**src/rtl/lc_ctrl_trans_fsm.sv**
```systemverilog
// -----------------------------------------------------------------------------
// lc_ctrl_trans_fsm
//
// Lifecycle transition controller. Accepts one transition request at a time,
// checks the requested target encoding and legality against the current
// lifecycle state, waits TokenWait cycles for the token check, then either
// commits the new state or rejects the request.
//
// Ports
//   clk_i           clock, all flops update on the rising edge
//   rst_i           synchronous active-high reset
//   trans_valid_i   transition request valid
//   trans_ready_o   high only in Idle; request accepted on valid && ready
//   trans_target_i  requested lifecycle state (two 2-bit words)
//   token_ok_i      token-check result, sampled once per request
//   state_o         registered lifecycle state
//   trans_done_o    one-cycle pulse when a transition commits
//   trans_err_o     one-cycle pulse when a request is rejected
//   fatal_o         sticky fault flag (invalid target encoding seen)
//   trans_cnt_o     saturating count of committed transitions
// -----------------------------------------------------------------------------
module lc_ctrl_trans_fsm #(
   parameter logic [3:0] ResetState = 4'b0101,
   parameter int         TokenWait  = 4
) (
   input  logic       clk_i,
   input  logic       rst_i,
   input  logic       trans_valid_i,
   output logic       trans_ready_o,
   input  logic [3:0] trans_target_i,
   input  logic       token_ok_i,
   output logic [3:0] state_o,
   output logic       trans_done_o,
   output logic       trans_err_o,
   output logic       fatal_o,
   output logic [4:0] trans_cnt_o
);

   localparam logic [1:0] B0 = 2'b01;
   localparam logic [1:0] B1 = 2'b10;

   localparam logic [3:0] LcStRaw          = {B0, B0};
   localparam logic [3:0] LcStTestUnlocked = {B0, B1};
   localparam logic [3:0] LcStProd         = {B1, B1};
   localparam logic [3:0] LcStScrap        = {B1, B0};

   localparam logic [7:0] WaitLoad = 8'(TokenWait - 1);

   typedef enum logic [2:0] {
      FsmIdle,
      FsmCheck,
      FsmWait,
      FsmCommit,
      FsmError
   } fsm_e;

   fsm_e       fsmQ, fsmD;
   logic [3:0] targetQ, targetD;
   logic [7:0] waitCntQ, waitCntD;
   logic [3:0] stateQ, stateD;
   logic       fatalQ, fatalD;
   logic [4:0] cntQ, cntD;

   function automatic logic isValidEnc(input logic [3:0] enc);
      return (enc == LcStRaw) || (enc == LcStTestUnlocked) ||
             (enc == LcStProd) || (enc == LcStScrap);
   endfunction

   // Scrap is terminal; every other pair not listed here is illegal.
   function automatic logic isLegal(input logic [3:0] curSt, input logic [3:0] nxtSt);
      return ((curSt == LcStRaw)          && ((nxtSt == LcStTestUnlocked) || (nxtSt == LcStScrap))) ||
             ((curSt == LcStTestUnlocked) && ((nxtSt == LcStProd)         || (nxtSt == LcStScrap))) ||
             ((curSt == LcStProd)         &&  (nxtSt == LcStScrap));
   endfunction

   function automatic logic [4:0] satInc(input logic [4:0] v);
      return (v == 5'd31) ? v : v + 5'd1;
   endfunction

   always_comb begin
      fsmD     = fsmQ;
      targetD  = targetQ;
      waitCntD = waitCntQ;
      stateD   = stateQ;
      fatalD   = fatalQ;
      cntD     = cntQ;
      unique case (fsmQ)
         FsmIdle: begin
            if (trans_valid_i) begin
               targetD = trans_target_i;
               fsmD    = FsmCheck;
            end
         end
         FsmCheck: begin
            if (!isValidEnc(targetQ)) begin
               // A corrupted target encoding forces the part into Scrap.
               fatalD  = 1'b1;
               targetD = LcStScrap;
               fsmD    = FsmCommit;
            end else if (isLegal(stateQ, targetQ)) begin
               waitCntD = WaitLoad;
               fsmD     = FsmWait;
            end else begin
               fsmD = FsmError;
            end
         end
         FsmWait: begin
            // token_ok_i is only looked at on the final wait cycle.
            if (waitCntQ == 8'd0) begin
               fsmD = token_ok_i ? FsmCommit : FsmError;
            end else begin
               waitCntD = waitCntQ - 8'd1;
            end
         end
         FsmCommit: begin
            stateD = targetQ;
            cntD   = satInc(cntQ);
            fsmD   = FsmIdle;
         end
         FsmError: begin
            fsmD = FsmIdle;
         end
         default: begin
            fsmD = FsmIdle;
         end
      endcase
   end

   always_ff @(posedge clk_i) begin
      if (rst_i) begin
         fsmQ     <= FsmIdle;
         waitCntQ <= 8'd0;
         stateQ   <= ResetState;
         fatalQ   <= 1'b0;
         cntQ     <= 5'd0;
      end else begin
         fsmQ     <= fsmD;
         waitCntQ <= waitCntD;
         stateQ   <= stateD;
         fatalQ   <= fatalD;
         cntQ     <= cntD;
      end
   end

   // The latched target is pure data: it is always rewritten on acceptance.
   always_ff @(posedge clk_i) begin
      targetQ <= targetD;
   end

   assign trans_ready_o = (fsmQ == FsmIdle);
   assign trans_done_o  = (fsmQ == FsmCommit);
   assign trans_err_o   = (fsmQ == FsmError);
   assign state_o       = stateQ;
   assign fatal_o       = fatalQ;
   assign trans_cnt_o   = cntQ;

endmodule

```
**config.mk**
```make
export PLATFORM = sky130hd
export DESIGN_NAME = lc_ctrl_trans_fsm
export DESIGN_NICKNAME = d
export VERILOG_FILES = /design/src/rtl/lc_ctrl_trans_fsm.sv
export SDC_FILE = /design/constraint.sdc
export NUM_CORES = 1
export LEC_CHECK = 0
export CAP_MARGIN = 20
export CORE_MARGIN = 10
export CORE_UTILIZATION = 45
export DETAILED_ROUTE_END_ITERATION = 6
export PLACE_DENSITY_LB_ADDON = 0.08
export SLEW_MARGIN = 20
export SYNTH_ARGS = -nofsm -noshare
export SYNTH_HDL_FRONTEND = slang
export SYNTH_SLANG_ARGS = --single-unit
```
**constraint.sdc**
```tcl
create_clock -name clk_i -period 2.3 [get_ports clk_i]
set_input_delay 0.46 -clock clk_i [delete_from_list [all_inputs] [get_ports clk_i]]
set_output_delay 0.46 -clock clk_i [all_outputs]
set_load 0.1 [all_outputs]
```
# After elaboration in Yosys (flattened, before gate mapping)
# Index checks and enable logic that the tools add are counted.
dict set report op_classes {
  add_sub_neg 2
  n_eq_ne 18
  mux 13
  bitwise 2
  reduce_logical 19
}
# operator count
set op_table {}
lappend op_table {{$mux W8} 3}
lappend op_table {{$eq A4 B3 Y1 const B} 4}
lappend op_table {{$pmux W8 S2} 1}
lappend op_table {{$mux W3} 5}
lappend op_table {{$eq A4 B4 Y1 const B} 3}
lappend op_table {{$ne A2 B2 Y1 const B} 6}
lappend op_table {{$pmux W3 S3} 1}
lappend op_table {{$logic_not A8 Y1} 1}
lappend op_table {{$mux W4} 2}
lappend op_table {{$pmux W4 S2} 1}
lappend op_table {{$sub A8 B1 Y8 const B} 1}
lappend op_table {{$logic_or A1 B1 Y1} 7}
lappend op_table {{$eq A3 B2 Y1 const B} 2}
lappend op_table {{$reduce_and A2 Y1} 3}
lappend op_table {{$add A5 B1 Y5 const B} 1}
lappend op_table {{$eq A5 B5 Y1 const B} 1}
lappend op_table {{$reduce_and A4 Y1} 1}
lappend op_table {{$reduce_bool A2 Y1} 2}
lappend op_table {{$eq A3 B1 Y1 const B} 1}
lappend op_table {{$eq A3 B3 Y1 const B} 1}
lappend op_table {{$logic_and A1 B1 Y1} 3}
lappend op_table {{$logic_not A3 Y1} 1}
lappend op_table {{$reduce_and A3 Y1} 1}
lappend op_table {{$not A1 Y1} 2}
dict set report totals {
  register_bits 25
  out_inout_bits 13
  elab_cells 60
}

# Longest topological paths before layout
dict set report depth {
  word_depth 8
  depth_mapped 7
  ltp_nobuf 7
}

# Worst setup path after synthesis
# No wires, ideal clock.
dict set report synth_timing {
  path_kind {register to register}
  start {register fsmQ[0]}
  end {register targetQ[0] (enable)}
  setup_ns 0.311
  arrival_time_ns 3.012
  required_time_ns 1.989
  setup_slack_ns -1.022
  path_stages_with_launch 4
  synth_period_minus_slack_ns 3.322
  cell_sequence {dfxtp_1 -> buf_4 -> nor3_1 -> a22o_1}
}
dict set report synth_via {
  elab_chain_cells 3
}
# element line
set synth_lines {}
lappend synth_lines {{start: declaration} 57} ;# fsm_e fsmQ, fsmD;
lappend synth_lines {{start signal: assignment} 131} ;# fsmQ <= FsmIdle;
lappend synth_lines {{start signal: assignment} 137} ;# fsmQ <= fsmD;
lappend synth_lines {{$logic_not A3 Y1 *} --}
lappend synth_lines {{net trans_ready_o} 29} ;# output logic trans_ready_o,
lappend synth_lines {{$ne A2 B2 Y1 (no line) or $reduce_bool A2 Y1 (tied branches)} --}
lappend synth_lines {{$reduce_and A3 Y1 (no line) *} --}
lappend synth_lines {{end signal: assignment} 147} ;# targetQ <= targetD;
lappend synth_lines {{end: declaration} 58} ;# logic [3:0] targetQ, targetD;
# Mark *: on every way through the listed nets, which the timed path passes. The rest lies on a longest branch.
# A chain may end at the register's enable or synchronous reset.

# Worst setup path in the final report
dict set report layout_timing {
  start {register fsmQ[0]}
  end {output port trans_done_o}
}
dict set report layout_via {
  elab_chain_cells 1
}
# element line
set layout_lines {}
lappend layout_lines {{$eq A3 B2 Y1} 151} ;# assign trans_done_o = (fsmQ == FsmCommit);
lappend layout_lines {{end: declaration} 33} ;# output logic trans_done_o,
# Every way passes these cells.

==> reports/qor.txt <==
Worst path slowest cell: dfxtp_1
Core Util, Final: 57.06%
Critical Path AT: 1.46 ns
HPWL after detailed placement: 2455 um
CTS clk-pin slew, worst paths: 0.14 ns
RSZ-0062 raised after global routing: no
Via count of the routed design: 1173
FMAX: 0.5202 GHz
Starting Density: 47.94%
Placer Congestion: 0.7816
Synth Register Bits: 25
Min Tclk post-route: 1.922 ns
Outcome: complete, no violations
Setup violations, final: 0
Number of flops mapped to enable cells by yosys: 4
Drt pass-1 iters: 4
Critical Path RT: 1.84 ns
Share of cells above drive strength 1: 24.56%
Core ar.: 3103 um^2
Area delta synth->final: 19.01%
Clock root buffer: clkbuf_4
Synthesized area: 1488 um^2
Gate Count Post-Synth: 150
DRT Wirelength: 3172 um
Cts-stage hold buffer count: 0
Fin. max-slew vios: 0
Hold Crit Class: flop to flop
Pin count of the biggest net entering global routing: 16
Drt drc: 0
Power Density: 1092 nW/um^2
First-pass GRT wire length: 5533 um
CP startpoint kind: flop
Initial antenna violation count: 0
Lkg Pwr: 0.6695 nW
CP Capture Type: primary output
# fillers: 311
Crit path kind: flop to primary output
Total power: 0.001934 W
Drt initial violations: 65
Cell Area, Placed: 1744 um^2
Inserted Clock Buffers: 3
Gr usage total: 10.94%
Syn Area/Cell: 9.918 um^2
Htree depth: 1
Register area share after synthesis: 36.33%
Vias per cell: 5.456
CP max stage delay: 0.64 ns
Tcrit/Tclk final: 83.57%
Async S/R FF share, synth: 0%
Die H: 77.50 um
Vias in the first global route: 1140
IO buf count: 20
# IOs: 21
Worst-margin pin slew: 0.5967 ns
Syn. warnings: 0
GRT overflow: 0
CP delay by family, top: flip-flops
Maximum vdd drop: 0.0005597 V
TritonCTS clock tree: built
WL/cell: 14.75 um
Fin Setup TNS: 0 ns
Max_slew headroom: 59.19%
Row Count: 20
CTS max path bufs: 2
Dominant synthesized flop cell: dfxtp_1
MaxCap Viol Count: 0
Post_cts resized: 0
Postcts setup bufs: 0
Worst skew pair latency: 0.31 ns
Critical Path, Cell by Cell: nand3b_1, inv_1, buf_12
Fin Clk Skew: 0.004918 ns
Die area: 6005 um^2
Final hold viol count: 0
Clock sink count: 25
Mapped Nets: 162
Final ANT Viol Nets: 0
Design area: 1770 um^2
Ant diodes: 0
Crit path max fanout: 10
Count of different cell masters after synthesis: 56
Critical path buffer and inverter count: 2
Chip width: 77.50 um
Final #Nets: 184
-- area by class of cell --
type                       count  area, um^2  share of cell area, %
multi-input combinational    111       887.1                  50.11
tap                           44       55.05                  3.110
inverter                       7       26.28                  1.484
sequential                    25       540.5                  30.53
clock buffer                   4       26.28                  1.484
timing repair buffer          24       235.2                  13.29
-- cells in the final DEF (no fill, tap or decap), types with 4 or more instances in the layout --
cell type         n
o21ai_1           4
nand2_1           7
a21oi_1           9
buf_4            14
inv_1             7
dfxtp_1          21
edfxtp_1          4
and4bb_2          4
ha_1              4
nand3b_1          5
nor2_1           14
clkdlybuf4s50_1   7
-- tightest hold or removal path, stage by stage (launching register included) --
cell	delay, ns
dfxtp_1	0.35
a21oi_1	0.04
nor2_1	0.08
-- per-layer routing --
| metal | track usage (%) | part of all wire [%] |
|---|---|---|
| met5 | 0 | 0 |
| met3 | 2.880 | 3.9 |
| met4 | 3.285 | 0.57 |
| met1 | 13.98 | 49 |
| met2 | 17.56 | 46 |
-- flip-flops by register name, indices dropped and copies added (netlist names) --
signal / count
trans_cnt_o: 5
state_o: 4
fatal_o: 1
targetQ: 4
waitCntQ: 8
fsmQ: 3
-- cells in the mapped netlist (3+ instances only) --
| cell type | n | share of area, % |
|---|---|---|
| nor2_1 | 14 | 3.5 |
| edfxtp_1 | 4 | 8.1 |
| o21ai_1 | 4 | 1.3 |
| and4bb_2 | 4 | 3.4 |
| dfxtp_1 | 21 | 28 |
| a21oi_1 | 9 | 3.0 |
| nor3b_1 | 3 | 1.5 |
| nand3b_1 | 5 | 2.5 |
| nor2b_1 | 3 | 1.3 |
| inv_1 | 7 | 1.8 |
| ha_1 | 4 | 3.4 |
| mux2i_1 | 3 | 2.0 |
| xor2_1 | 3 | 1.8 |
| nor3_1 | 4 | 1.3 |
| nand2_1 | 7 | 1.8 |
-- path summary, 6_finish.rpt --
path / startpoint / to / slack, ns / cells after the start
min reg2reg: fatal_o$_SDFFE_PP0P_ / fatal_o$_SDFFE_PP0P_ / 0.50 / 2
max: fsmQ[0]$_SDFFE_PP0P_ / trans_done_o / 0.38 / 3
min: fatal_o$_SDFFE_PP0P_ / fatal_o$_SDFFE_PP0P_ / 0.50 / 2
max reg2reg: fsmQ[0]$_SDFFE_PP0P_ / waitCntQ[2]$_SDFFE_PP0P_ / 0.45 / 4
-- cell families after synthesis --
kind of cell    Yosys count  share of synthesized area [%]
compound gates           36                          19.43
xor+xnor                  5                          3.449
buf+inv                  14                          5.130
mux                       3                          2.019
fa+ha+maj                 4                          3.364
simple gates             63                          30.28
flops                    25                          36.33
-- metrics by stage --
stage,std cells,hold slack [ns],worst slack [ns]
after floorplan,150,0.4639,0.02090
after global placement,211,0.4549,0.3488
after detailed placement,211,0.4769,0.3008
after CTS,215,0.5019,0.3603
after global routing,215,0.5354,0.2694
final,215,0.4979,0.3778
-- where the power goes --
| group | internal (W) | switching (W) |
|---|---|---|
| Clock | 0.0000677 | 0.000133 |
| Sequential | 0.000548 | 0.000130 |
| Combinational | 0.000382 | 0.000673 |
Power figures use the tool's default switching activity.
